`src/rtl/fetch_unit.sv`:
```
// Instruction-fetch stage: owns the PC, issues single-outstanding imem reads and buffers
// returned words, presenting head instruction/op/PC to decode; redirects flush stale work.
module fetch_unit #(
    parameter int             n        = 32,
    parameter logic [n-1:0]   RESET_PC = {n{1'b0}},
    parameter int             DEPTH    = 2
) (
    input  logic         clk,
    input  logic         reset,
    output logic         imem_req,
    output logic [n-1:0] imem_addr,
    input  logic         imem_ready,
    input  logic         imem_valid,
    input  logic [n-1:0] imem_rdata,
    input  logic         redirect,
    input  logic [n-1:0] redirect_pc,
    output logic         instr_valid,
    input  logic         instr_ready,
    output logic [n-1:0] instr,
    output logic [4:0]   op,
    output logic [n-1:0] instr_pc,
    output logic [n-1:0] pcplus4
);
    localparam int            CW      = $clog2(DEPTH + 1);
    localparam logic [CW-1:0] DEPTH_C = CW'(DEPTH);
    localparam logic [CW-1:0] ONE_C   = {{(CW-1){1'b0}}, 1'b1};
    localparam logic [CW-1:0] ZERO_C  = {CW{1'b0}};
    localparam logic [n-1:0]  ZERO_W  = {n{1'b0}};

    typedef enum logic [1:0] {
        ST_IDLE  = 2'd0,
        ST_REQ   = 2'd1,
        ST_WAIT  = 2'd2,
        ST_DRAIN = 2'd3
    } state_t;

    function automatic logic [n-1:0] pc_inc(input logic [n-1:0] pc);
        return pc + {{(n-3){1'b0}}, 3'b100};
    endfunction

    state_t        state_r, state_next_s;
    logic [n-1:0]  pc_r, pc_next_s;
    logic [n-1:0]  req_pc_r, req_pc_next_s;
    logic [CW-1:0] count_r, count_next_s, wr_idx_s;
    logic          push_s, pop_s, flush_s;
    logic          imem_req_r, instr_valid_r;

    // Shift-register buffer: entry 0 is always the head, vacant entries hold zero
    logic [n-1:0]  data_q_r [DEPTH];
    logic [n-1:0]  pc_q_r   [DEPTH];
    logic [n-1:0]  pcp4_q_r [DEPTH];
    logic [n-1:0]  data_shift_s [DEPTH];
    logic [n-1:0]  pc_shift_s   [DEPTH];
    logic [n-1:0]  pcp4_shift_s [DEPTH];
    logic [n-1:0]  data_next_s  [DEPTH];
    logic [n-1:0]  pc_next_q_s  [DEPTH];
    logic [n-1:0]  pcp4_next_s  [DEPTH];

    // Buffer occupancy bookkeeping
    always_comb begin
        flush_s  = redirect;
        pop_s    = instr_ready && (count_r != ZERO_C);
        push_s   = (state_r == ST_WAIT) && imem_valid && !redirect;
        wr_idx_s = pop_s ? (count_r - ONE_C) : count_r;
        if (flush_s) begin
            count_next_s = ZERO_C;
        end else if (push_s && !pop_s) begin
            count_next_s = count_r + ONE_C;
        end else if (pop_s && !push_s) begin
            count_next_s = count_r - ONE_C;
        end else begin
            count_next_s = count_r;
        end
    end

    // Buffer contents: flush, then push into the slot left after any pop, then shift
    always_comb begin
        for (int i = 0; i < DEPTH - 1; i++) begin
            data_shift_s[i] = data_q_r[i+1];
            pc_shift_s[i]   = pc_q_r[i+1];
            pcp4_shift_s[i] = pcp4_q_r[i+1];
        end
        data_shift_s[DEPTH-1] = ZERO_W;
        pc_shift_s[DEPTH-1]   = ZERO_W;
        pcp4_shift_s[DEPTH-1] = ZERO_W;
        for (int i = 0; i < DEPTH; i++) begin
            if (flush_s) begin
                data_next_s[i] = ZERO_W;
                pc_next_q_s[i] = ZERO_W;
                pcp4_next_s[i] = ZERO_W;
            end else if (push_s && (CW'(i) == wr_idx_s)) begin
                data_next_s[i] = imem_rdata;
                pc_next_q_s[i] = req_pc_r;
                pcp4_next_s[i] = pc_inc(req_pc_r);
            end else if (pop_s) begin
                data_next_s[i] = data_shift_s[i];
                pc_next_q_s[i] = pc_shift_s[i];
                pcp4_next_s[i] = pcp4_shift_s[i];
            end else begin
                data_next_s[i] = data_q_r[i];
                pc_next_q_s[i] = pc_q_r[i];
                pcp4_next_s[i] = pcp4_q_r[i];
            end
        end
    end

    // Fetch FSM next-state and PC update; redirect outranks everything
    always_comb begin
        state_next_s  = state_r;
        pc_next_s     = pc_r;
        req_pc_next_s = req_pc_r;
        if (redirect) begin
            pc_next_s = redirect_pc;
            case (state_r)
                ST_IDLE:  state_next_s = ST_REQ;
                // an accepted old-path request still returns data that must be drained
                ST_REQ:   state_next_s = imem_ready ? ST_DRAIN : ST_REQ;
                ST_WAIT:  state_next_s = imem_valid ? ST_REQ : ST_DRAIN;
                ST_DRAIN: state_next_s = imem_valid ? ST_REQ : ST_DRAIN;
                default:  state_next_s = ST_IDLE;
            endcase
        end else begin
            case (state_r)
                ST_IDLE: begin
                    state_next_s = (count_next_s < DEPTH_C) ? ST_REQ : ST_IDLE;
                end
                ST_REQ: begin
                    if (imem_ready) begin
                        state_next_s  = ST_WAIT;
                        pc_next_s     = pc_inc(pc_r);
                        req_pc_next_s = pc_r;
                    end else begin
                        state_next_s  = ST_REQ;
                    end
                end
                ST_WAIT: begin
                    if (imem_valid) begin
                        state_next_s = (count_next_s < DEPTH_C) ? ST_REQ : ST_IDLE;
                    end else begin
                        state_next_s = ST_WAIT;
                    end
                end
                ST_DRAIN: state_next_s = imem_valid ? ST_REQ : ST_DRAIN;
                default:  state_next_s = ST_IDLE;
            endcase
        end
    end

    // State, PC and buffer registers
    always_ff @(posedge clk or posedge reset) begin
        if (reset) begin
            state_r       <= ST_IDLE;
            pc_r          <= RESET_PC;
            req_pc_r      <= ZERO_W;
            count_r       <= ZERO_C;
            imem_req_r    <= 1'b0;
            instr_valid_r <= 1'b0;
            for (int i = 0; i < DEPTH; i++) begin
                data_q_r[i] <= ZERO_W;
                pc_q_r[i]   <= ZERO_W;
                pcp4_q_r[i] <= ZERO_W;
            end
        end else begin
            state_r       <= state_next_s;
            pc_r          <= pc_next_s;
            req_pc_r      <= req_pc_next_s;
            count_r       <= count_next_s;
            imem_req_r    <= (state_next_s == ST_REQ);
            instr_valid_r <= (count_next_s != ZERO_C);
            for (int i = 0; i < DEPTH; i++) begin
                data_q_r[i] <= data_next_s[i];
                pc_q_r[i]   <= pc_next_q_s[i];
                pcp4_q_r[i] <= pcp4_next_s[i];
            end
        end
    end

    assign imem_req    = imem_req_r;
    assign imem_addr   = pc_r;
    assign instr_valid = instr_valid_r;
    assign instr       = data_q_r[0];
    assign op          = data_q_r[0][n-1 -: 5];
    assign instr_pc    = pc_q_r[0];
    assign pcplus4     = pcp4_q_r[0];

endmodule

```
`config.mk`:
```
export PLATFORM = sky130hd
export DESIGN_NAME = fetch_unit
export DESIGN_NICKNAME = d
export VERILOG_FILES = /design/src/rtl/fetch_unit.sv
export SDC_FILE = /design/constraint.sdc
export NUM_CORES = 1
export LEC_CHECK = 0
export BUFFER_PORTS_ARGS = -buffer_cell sky130_fd_sc_hd__buf_4
export CORE_UTILIZATION = 51
export CTS_CLUSTER_DIAMETER = 80
export DETAILED_ROUTE_END_ITERATION = 8
export HOLD_SLACK_MARGIN = 0.08
export PLACE_DENSITY = 0.81
export SLEW_MARGIN = 40
export SYNTH_ARGS = -nofsm -noshare
export SYNTH_HDL_FRONTEND = slang
export SYNTH_SLANG_ARGS = --single-unit
```
`constraint.sdc`:
```
create_clock -name clk -period 8.57 [get_ports clk]
set_input_delay 1.714 -clock clk [delete_from_list [all_inputs] [get_ports clk]]
set_output_delay 1.714 -clock clk [all_outputs]
set_load 0.01 [all_outputs]
```
==> impl.org <==
** Run status
- Outcome :: finished clean

** Final layout
- The area growth from synthesis to layout is 14.3%.
- Antenna diode count :: 0
- The count of cells in the finished layout, fillers not included, comes to 1557.
- Share of layout cells above drive strength 1 :: 0.251
- For this run, the post-layout net count is ~1300.
- The layout has 1968 filler cells.

** Timing
- For the pin with the worst max-slew slack, the measured transition is 0.805 ns.
- Post-route minimum period :: just under 4 ns
- Setup violations remaining at the end of the flow were counted as 0.
- The number of hold violations in the final report is 0.
- Static timing analysis puts the maximum clock frequency at roughly 260 MHz.
- The tightest hold path in the finished design has a slack of 0.472 ns.
- Setup total negative slack on the finished layout was measured at 0 ns.
- Number of max-slew violations in the final report :: 0
- In the finished design, the share of the clock period the worst path needs comes to 0.451.
- Setup repair after global routing left no endpoint under its margin.
- The worst pin sits at a relative slew slack of 0.463.
- Setup Skew :: about 0.017 ns

** Clock network
- Clock buffer count from CTS :: 27
- Post_cts resized :: 0
- Hold-fix buffers at CTS :: 0
- CTS Root Cell :: clkbuf_16
- Post-CTS timing repair inserted 0 buffers for setup.
- Clock-pin transition on the worst setup and hold timing paths :: 0.06 ns
- Clk Latency, worst-skew pair :: 0.52 ns
- Longest Clk Path Bufs :: 3
- H-tree lvl count :: 1
- TritonCTS built the clock tree.
- The clock drives 258 sinks.

** Critical path
- The worst setup path is captured at a flip-flop.
- The cell that appears most often on the critical path is buf_4.
- Critical Path, Cell by Cell :: buf_4 -> nor2b_1 -> buf_4 -> a211oi_4 -> buf_6 -> or2_2 -> buf_4 -> o21ai_0
- The worst register-to-register path ends at instr[11].
- The worst register-to-register path begins at count_r[0].
- In this run the worst setup path begins at instr_ready.
- For this design, the slowest cell found on the critical path is buf_6.
- Cell depth of the worst setup path :: 8
- Crit path kind :: in2reg
- Peak per-stage delay on the critical path :: 0.56 ns
- Launching element type of the critical path :: primary input
- Maximum net fanout on the critical path :: 86
- Arrival time reported for the critical path endpoint :: about 4.2 ns
- In this run the worst setup path terminates at instr[11].
- Worst Reg-to-Reg Cells :: 9
- For flop-to-flop paths, the worst setup slack is 5.26 ns.
- Data on the critical path is required at its endpoint by a little under 9 ns.
- WP buf/inv :: 4
- The cell family contributing the most delay on the critical path is buffers and inverters.

** Drt
- Antenna violation net count after detailed routing :: 0
- In the routed layout, each cell is associated on average with a via count of roughly 5.7.
- Before antenna repair, the detailed router went through 6 iterations.
- Detailed routing inserted a total of 8914 vias.
- Iteration-0 DRC Markers :: 642
- DR WL/cell :: 18.8 um
- Detailed-route wire length :: about 30000 um
- After detailed routing, the number of remaining DRC violations is 0.

** Place
- The congestion estimate from routability-driven global placement came to 0.858.
- DP Cell Count :: 1508
- I/O Buffers :: 204
- Final HPWL DP :: 19200 um

** Logic synthesis
- Each instance of the synthesized netlist takes up on average 10.8 um2.
- Most common cell in the netlist :: dfrtp_1
- Of the post-synthesis cell area, the dominant cell type holds 0.521.
- In the synthesized netlist, the number of instances is between 1000 and 1500.
- Share of synthesized flip-flops with an asynchronous set or reset :: 1.00
- Number of synthesized flops with an enable pin :: 0
- After synthesis, the netlist uses 57 different library cells.
- Synthesis Warnings :: 0
- Main area contributors after synthesis :: dfrtp_1 52%, buf_4 6.5%, mux2i_1 5.7%
- Main synth FF type :: dfrtp_1
- Synthesized flop and latch total :: 258
- Of the synthesized area, sequential elements account for 0.521.
- Ranked by instance count, the synthesized netlist is headed by 258 x dfrtp_1, 152 x nand2_1, 108 x buf_4.
- Post-synthesis net count :: around 1200
- The mapped netlist covers 12400 um2.
- Yosys top cell by area :: dfrtp_1

** Die
- X dimension of the die :: 158 um
- The initialized floorplan defines 56 standard-cell rows.
- For this configuration, the core starts out at a cell density of 0.524.
- Pin placement for this block handled approximately 200 I/O pins.
- The die is 158 um tall.
- Std-Cell Core Area :: 23700 um2
- Die footprint :: 24900 um2

** Power
- In this run the power spent charging and discharging nets is 0.00105 W.
- Internal power consumption :: roughly 0.0022 W
- PD cells :: between 200 and 250 nW/um2
- Clk pwr share :: 0.342
- Leak Pwr :: 6.36 nW
- Of the total power, the share spent switching nets is 0.319.
- Across the VDD grid, the largest voltage drop is 0.111 mV.
- Of the total power, combinational logic draws 0.187.
- The share of total power dissipated in sequential elements is 0.471.

** Hold path
- Worst hold path class :: reg2reg

** Global route
- All-Layer GR Usage :: 0.235
- The first global-routing pass estimated 46200 um of wire.
- Maximum number of pins on one net before global-route repair :: 110
- The number of antenna violations at the first check in global routing was 0.
- Total grt overflow :: 0
- Via count of the first global-routing pass :: 8479

** Flow run
- Max-cap violations in this run came to 0.
-- through the flow --
| step | utilization | total power, W | setup slack [ns] | instance area [um2] |
|---|---|---|---|---|
| 2_1_floorplan | - | 0.00194 | 3.46 | 12400 |
| 3_3_place_gp | 0.560 | 0.00214 | 3.99 | 13300 |
| 3_5_place_dp | 0.562 | 0.00217 | 4.16 | 13300 |
| 4_1_cts | 0.599 | 0.00330 | 4.69 | 14200 |
| 5_1_grt | 0.599 | 0.00342 | 4.53 | 14200 |
| 6_report | 0.599 | 0.00329 | 4.71 | 14200 |
-- worst register-to-register path, cell delays in order, from the launching register on --
cell and delay, ns:
dfrtp_1 0.51, inv_1 0.15, ha_1 0.18, nor2b_1 0.05
buf_4 0.21, a211oi_4 0.23, buf_6 0.56, or2_2 0.48
buf_4 0.55, o21ai_0 0.24
-- kinds of logic after synthesis --
kind of cell,share of synthesized area
AOI/OAI and AO/OA,0.133
and+or+nand+nor,0.115
buffers and inverters,0.0994
xor gates and xnor gates,0.0410
adders and majority gates,0.00303
DFF,0.521
muxes,0.0873
-- flip-flops by register name, indices dropped and copies added, names as in the netlist --
signal / cells
instr_pc: 32
req_pc_r: 32
pcplus4: 30
instr_valid: 1
pcp4_q_r: 30
state_r: 2
imem_req: 1
count_r: 2
instr: 32
pc_q_r: 32
data_q_r: 32
imem_addr: 32
-- area by class of cell --
type,count,area [um2],share of cell area
Clock buffer,45,813,0.0574
Timing Repair Buffer,215,1650,0.117
Clock inverter,4,50.0,0.00353
Tap cell,319,399,0.0282
Sequential cell,258,6460,0.455
Inverter,12,48.8,0.00344
Multi-Input combinational cell,704,4760,0.336
-- routing by layer --
layer  up-vias  track usage  share of wire
li1       4091            -              -
met1      4387        0.337           0.44
met2       396        0.370           0.46
met3        40       0.0408          0.078
met4         0       0.0609          0.017
met5         -            0              0
-- layout by cell type (no fill, tap or decap), types with 3 or more instances in the layout --
master,synthesis,final
nand2_1,152,151
nor4_1,6,6
nor2_1,18,18
nand3_1,28,28
a31oi_1,10,10
ha_1,3,3
nor2_2,4,4
a32o_1,4,4
mux2i_1,71,71
inv_1,12,11
clkbuf_1,18,11
and3_1,19,19
nor3_1,5,5
nor4_4,3,3
dfrtp_1,258,258
a21oi_1,7,7
xnor2_1,20,20
and4_1,3,3
nand2b_1,5,5
o22ai_1,9,9
xor2_1,38,38
o21ai_1,43,43
buf_4,108,211
a22o_1,71,71
clkinvlp_4,0,3
mux2_2,33,33
clkbuf_16,0,27
o21ai_0,96,95
clkbuf_8,0,7
nand4_1,24,24
-- how the worst min path moves through the flow --
stage,startpoint,end,slack (ns),depth (start not counted)
4_1_cts,pcp4_q_r[7],pcp4_q_r[7],0.48,2
6_report,pcp4_q_r[7],pcp4_q_r[7],0.47,2
5_1_grt,pcp4_q_r[22],pcp4_q_r[22],0.50,2
3_3_place_gp,pcp4_q_r[25],pcp4_q_r[25],0.45,2
2_1_floorplan,pcp4_q_r[10],pcp4_q_r[10],0.44,2
3_5_place_dp,pcp4_q_r[7],pcp4_q_r[7],0.46,2
-- power by group through the flow --
| stage | Sequential (W) | Clock (W) | Combinational (W) |
|---|---|---|---|
| global placement | 0.00155 | 0 | 0.000588 |
| CTS | 0.00154 | 0.00115 | 0.000613 |
| finish | 0.00155 | 0.00112 | 0.000616 |
| global route | 0.00156 | 0.00120 | 0.000667 |
| detailed placement | 0.00156 | 0 | 0.000608 |
| floorplan | 0.00144 | 0 | 0.000500 |
Note: power is estimated with default switching activity, not from simulation.
